--- config.mk ---
export PLATFORM = sky130hd
export DESIGN_NAME = ps2_tx
export DESIGN_NICKNAME = d
export VERILOG_FILES = /design/src/rtl/ps2_tx.sv
export SDC_FILE = /design/constraint.sdc
export NUM_CORES = 1
export LEC_CHECK = 0
export ABC_AREA = 1
export BUFFER_PORTS_ARGS = -buffer_cell sky130_fd_sc_hd__buf_4
export CAP_MARGIN = 20
export CORE_MARGIN = 8
export CORE_UTILIZATION = 55
export CTS_CLUSTER_DIAMETER = 50
export DETAILED_ROUTE_END_ITERATION = 12
export PLACE_DENSITY = 0.76
export SYNTH_ARGS = -nofsm -noshare
export SYNTH_HDL_FRONTEND = slang
export SYNTH_SLANG_ARGS = --single-unit
export TNS_END_PERCENT = 30
--- constraint.sdc ---
create_clock -name clk -period 3 [get_ports clk]
set_input_delay 0.75 -clock clk [delete_from_list [all_inputs] [get_ports clk]]
set_output_delay 0.75 -clock clk [all_outputs]
set_load 0.005 [all_outputs]
--- src/rtl/ps2_tx.sv ---
// rtl/ps2_tx.sv - Host-to-device PS/2 command byte transmitter.
// Drives the open-drain clock/data lines only while busy; pads are external.
module ps2_tx #(
  parameter int INHIBIT_CYCLES = 10000,
  parameter int TIMEOUT_CYCLES = 2000000
) (
  input  logic       clk,
  input  logic       rst_n,
  input  logic [7:0] tx_data,
  input  logic       tx_valid,
  output logic       tx_ready,
  input  logic       ps2_clk_in,
  input  logic       ps2_data_in,
  output logic       ps2_clk_drive_low,
  output logic       ps2_data_drive_low,
  output logic       busy,
  output logic       done,
  output logic       error
);

  localparam int MAXC = (INHIBIT_CYCLES > TIMEOUT_CYCLES) ? INHIBIT_CYCLES : TIMEOUT_CYCLES;
  localparam int CW = $clog2(MAXC) + 1;
  localparam logic [CW-1:0] INH_LAST = CW'(INHIBIT_CYCLES - 1);
  localparam logic [CW-1:0] TO_LAST  = CW'(TIMEOUT_CYCLES - 1);

  typedef enum logic [2:0] {
    S_IDLE, S_INHIBIT, S_RELEASE, S_SEND, S_ACK, S_WAIT_IDLE
  } state_t;

  state_t          state_q, state_d;
  logic [CW-1:0]   cnt_q, cnt_d;
  logic [8:0]      shift_q, shift_d;
  logic [3:0]      bit_cnt_q, bit_cnt_d;
  logic            ack_ok_q, ack_ok_d;
  logic            ack_err_q, ack_err_d;
  logic [2:0]      clk_sync_q, clk_sync_d;
  logic [2:0]      data_sync_q, data_sync_d;
  logic            clk_dl_q, clk_dl_d;
  logic            data_dl_q, data_dl_d;
  logic            done_q, done_d;
  logic            error_q, error_d;

  logic fall;
  logic line_idle;
  logic timed_out;

  assign fall      = (clk_sync_q[2:1] == 2'b10);
  assign line_idle = clk_sync_q[2] & data_sync_q[2];
  assign timed_out = (cnt_q == TO_LAST);

  always_comb begin
    state_d     = state_q;
    cnt_d       = cnt_q + CW'(1);
    shift_d     = shift_q;
    bit_cnt_d   = bit_cnt_q;
    ack_ok_d    = ack_ok_q;
    ack_err_d   = ack_err_q;
    clk_dl_d    = clk_dl_q;
    data_dl_d   = data_dl_q;
    done_d      = 1'b0;
    error_d     = 1'b0;
    clk_sync_d  = {clk_sync_q[1:0], ps2_clk_in};
    data_sync_d = {data_sync_q[1:0], ps2_data_in};

    unique case (state_q)
      S_IDLE: begin
        clk_dl_d  = 1'b0;
        data_dl_d = 1'b0;
        cnt_d     = '0;
        if (tx_valid) begin
          shift_d   = {~^tx_data, tx_data};
          bit_cnt_d = '0;
          ack_ok_d  = 1'b0;
          ack_err_d = 1'b0;
          clk_dl_d  = 1'b1;
          state_d   = S_INHIBIT;
        end
      end
      S_INHIBIT: begin
        if (cnt_q == INH_LAST) begin
          data_dl_d = 1'b1;
          state_d   = S_RELEASE;
        end
      end
      S_RELEASE: begin
        clk_dl_d  = 1'b0;
        cnt_d     = '0;
        bit_cnt_d = '0;
        state_d   = S_SEND;
      end
      S_SEND: begin
        // Stop bit falls out of the shift register as 1s are shifted in behind parity.
        if (fall) begin
          cnt_d     = '0;
          data_dl_d = ~shift_q[0];
          shift_d   = {1'b1, shift_q[8:1]};
          bit_cnt_d = bit_cnt_q + 4'd1;
          if (bit_cnt_q == 4'd9) state_d = S_ACK;
        end else if (timed_out) begin
          clk_dl_d  = 1'b0;
          data_dl_d = 1'b0;
          error_d   = 1'b1;
          state_d   = S_IDLE;
        end
      end
      S_ACK: begin
        if (fall) begin
          cnt_d     = '0;
          ack_ok_d  = ~data_sync_q[2];
          ack_err_d = data_sync_q[2];
          state_d   = S_WAIT_IDLE;
        end else if (timed_out) begin
          clk_dl_d  = 1'b0;
          data_dl_d = 1'b0;
          error_d   = 1'b1;
          state_d   = S_IDLE;
        end
      end
      S_WAIT_IDLE: begin
        if (fall) cnt_d = '0;
        if (line_idle) begin
          done_d  = ack_ok_q;
          error_d = ack_err_q;
          state_d = S_IDLE;
        end else if (timed_out && !fall) begin
          clk_dl_d  = 1'b0;
          data_dl_d = 1'b0;
          error_d   = 1'b1;
          state_d   = S_IDLE;
        end
      end
      default: state_d = S_IDLE;
    endcase
  end

  always_ff @(posedge clk or negedge rst_n) begin
    if (!rst_n) begin
      state_q     <= S_IDLE;
      cnt_q       <= '0;
      shift_q     <= '0;
      bit_cnt_q   <= '0;
      ack_ok_q    <= 1'b0;
      ack_err_q   <= 1'b0;
      clk_sync_q  <= 3'b111;
      data_sync_q <= 3'b111;
      clk_dl_q    <= 1'b0;
      data_dl_q   <= 1'b0;
      done_q      <= 1'b0;
      error_q     <= 1'b0;
    end else begin
      state_q     <= state_d;
      cnt_q       <= cnt_d;
      shift_q     <= shift_d;
      bit_cnt_q   <= bit_cnt_d;
      ack_ok_q    <= ack_ok_d;
      ack_err_q   <= ack_err_d;
      clk_sync_q  <= clk_sync_d;
      data_sync_q <= data_sync_d;
      clk_dl_q    <= clk_dl_d;
      data_dl_q   <= data_dl_d;
      done_q      <= done_d;
      error_q     <= error_d;
    end
  end

  assign tx_ready           = (state_q == S_IDLE);
  assign busy               = (state_q != S_IDLE);
  assign ps2_clk_drive_low  = clk_dl_q;
  assign ps2_data_drive_low = data_dl_q;
  assign done               = done_q;
  assign error              = error_q;

endmodule

==> metrics <==
power density relative to cell area approximately 700 mW/mm^2; floorplan core area 0.00504 mm^2; gate count of the mapped netlist between 300 and 400; multiplexer area fraction after synthesis 0%; Hold Path Origin data_sync_q[0]$_DFF_PN1_; total cell area at the placement stage approximately 0.0030 mm^2; synthesis-to-finish area growth 10.1%; hold buffer count at cts 0; Remaining Overflow, GRT 0; total die area about 0.0077 mm^2; critical-path cell with the highest stage delay dfrtp_1; final standard cell count with taps included and fillers excluded ~460; endpoints failing setup 0; internal power around 1300 uW; total number of clock tree sinks 50; combinational family with the most area after synthesis simple AND/OR/NAND/NOR gates; number of antenna diodes 0; sum of routed wire segments on met1 approximately 2700 um; horizontal extent of the die 87.7 um; static leakage power 0.00149 uW; clock tree from TritonCTS yes; post-synthesis share of cell area spent on and, or, nand and nor gates between 20 and 30%; P_sw between 800 and 900 uW; via total after detailed routing between 2000 and 2500; number of global-route vias before repair just over 2000; DRC violation total after the first TritonRoute iteration 145; Routed WL per cell between 10 and 15 um; final-report max-slew violation count 0; fmax between 0.4 and 0.5 GHz; mapped cell area approximately 0.0028 mm^2; total clock buffers created by CTS 5; insertion delay of the later-clocked pin in the worst-skew pair 0.31 ns; Placer Congestion about 0.9; Clock Root Buffer clkbuf_8; Total Routing Usage GR around 15%; maximum clock insertion buffer count 2; CP max stage delay about 0.48 ns; Max IR drop VDD around 0.00034 V; amount of wire on met3 after detailed routing 271 um; clock transition at the registers of the reported paths roughly 0.090 ns; number of top-level pins 19; effective utilization at floorplan between 50% and 60%; CP startpoint kind flop; Avg Vias per Cell between 5 and 6; met2 routed WL approximately 2500 um; 1st-pass router iterations 4; Net Sw Frac 39.9%; post-synthesis async set-or-reset flop share 100%; class of the most critical hold timing path flop to flop; CP endpoint kind primary output; maximum clock skew at final layout between 0.008 and 0.009 ns; origin of the worst setup path state_q[0]$_DFFE_PN0P_; CP Cell Sequence nor2_2 > inv_2 > nor2_4 > inv_2 > buf_4; share of final-layout standard cells stronger than drive strength 1 between 10% and 20%; placed cell count approximately 450; sum of negative setup slack 0 ns; worst reg2reg startpoint state_q[2]$_DFFE_PN0P_; H-tree Lvls 2; setup repair after global routing missed its margin false; top routing layer in use met4; Power Total approximately 2100 uW; wire length reported by the detailed router between 5000 and 6000 um; post-route design area between 0.003 and 0.004 mm^2; run status finished clean; Post-CTS Setup Repair Bufs 0; Site Rows 26; ranking of synthesized cells by instance count 79 x nand2_1, 52 x nor2_1, 51 x inv_1, 44 x dfrtp_1, 22 x nand3_1; detailed placement HPWL roughly 4200 um; actual transition at the worst max-transition pin between 0.6 and 0.7 ns; most common cell type on the critical path inv_2; Synth top area share 39.0%; fraction of the mapped netlist area in adder cells around 1.8%; Worst Hold Margin about 0.36 ns; time the final worst path needs with I/O delays and setup 2.14 ns; share of synthesized area occupied by flip-flops and latches between 40 and 50%; Warnings, synthesis 0; Fin. Hold Viols 0; ANT nets after route 0; die height ~90 um; area leader, netlist dfrtp_1; Max-slew headroom between 50% and 60%; power share of the clock group approximately a fifth; cts repair resizes 0; Final #Nets between 400 and 500; number of remaining DRC errors 0; cell types occupying the most area after synthesis dfrtp_1 39%, nand2_1 11%, nor2_1 6.9%; crit-path max FO 6; number of antenna violations at the first check in global routing 0; path type of the worst setup path flop to primary output; number of distinct standard cells referenced by the synthesized netlist 37; dominant synthesized flop cell dfrtp_1; complex-gate fraction of the synthesized area around 13%; nets in the synthesized netlist between 300 and 400; signal arrival time at the worst endpoint 1.39 ns; proportion of power drawn by flip-flops and latches slightly above 40%; Yosys reg bits 50; global-route wire length before repair ~9300 um; share of total power in combinational logic between 30% and 40%; maxcap violations 0; XOR/XNOR share of the synthesized area roughly 3.1%; synthesized area per cell roughly 7.8 um^2; most common cell in the synthesized netlist nand2_1; number of input and output port buffers inserted 18; required time reported for the critical path endpoint ~2.3 ns; number of enable flip-flop cells after synthesis 0; maximum number of pins on one net before global-route repair between 50 and 60; final clock period utilization by the worst path 71.4%
[critical path, delay by kind of cell, from the launching register on]
kind	cells	cell delay, ns
buffers and inverters	3	0.28
flip-flops	1	0.48
AND/OR/NAND/NOR	2	0.32
[sequential cells by signal (all words and copies together) (netlist names)]
register	flops
done	1
error	1
clk_sync_q	3
ps2_clk_drive_low	1
state_q	3
data_sync_q	3
shift_q	9
ack_err_q	1
ack_ok_q	1
ps2_data_drive_low	1
cnt_q	22
bit_cnt_q	4
[metal layers]
| layer | track usage, % | up-vias |
|---|---|---|
| li1 | - | 1204 |
| met1 | 20.1 | 1079 |
| met2 | 24.2 | 43 |
| met3 | 3.66 | 7 |
| met4 | 4.69 | 0 |
| met5 | 0 | - |
[cell usage in the layout, fill, tap and decap left out, types with 4 or more instances in the layout]
master,instances
nand3_1,22
buf_4,18
o211ai_1,6
a21oi_1,18
dfrtp_1,44
xnor2_1,6
o21ai_0,16
nor2_1,52
nor2_2,5
dfstp_2,6
nand4_1,8
clkbuf_8,6
nor3_1,4
o21ai_2,6
inv_1,51
nand2_1,79
xor2_1,4
ha_1,4
[power groups by stage]
stage	sequential (uW)	combinational, uW	clock (uW)
final	879	850	407
after global routing	891	975	446
after CTS	879	860	419
after detailed placement	892	857	0
after global placement	884	837	0
after floorplan	873	692	0
[cells by family (layout without fill, tap and decap cells)]
kind of cell,after synthesis,in the layout
compound gates,57,57
xor+xnor,10,10
flops,50,50
simple gates,183,183
fa+ha+maj,4,4
buf+inv,58,81
[final cells by class]
| type | count | area [um^2] |
|---|---|---|
| flip-flops and latches | 50 | 1260 |
| inverters | 55 | 209 |
| clock buffers | 7 | 86.3 |
| repair buffers | 18 | 135 |
| well taps | 70 | 87.6 |
| fillers | 452 | 1930 |
| clock inverters | 1 | 5.00 |
| multi-input cells | 254 | 1330 |
[stage by stage]
stage          utilization, %  setup slack [ns]
2_1_floorplan               -              1.40
3_3_place_gp             59.9              1.23
3_5_place_dp             59.9              1.20
4_1_cts                  61.7             0.852
5_1_grt                  61.7             0.797
6_report                 61.7             0.857
[worst paths after layout]
| path | end | slack [ns] | depth (start not counted) |
|---|---|---|---|
| min in group asynchronous | cnt_q[13]$_DFF_PN0_ | 0.43 | 1 |
| min reg2reg | data_sync_q[1]$_DFF_PN1_ | 0.36 | 0 |
| max reg2reg | cnt_q[16]$_DFF_PN0_ | 1.18 | 7 |
| max in group asynchronous | state_q[1]$_DFFE_PN0P_ | 2.15 | 1 |
| max | busy | 0.86 | 5 |
| min | data_sync_q[1]$_DFF_PN1_ | 0.36 | 0 |
Power figures use the tool's default switching activity.
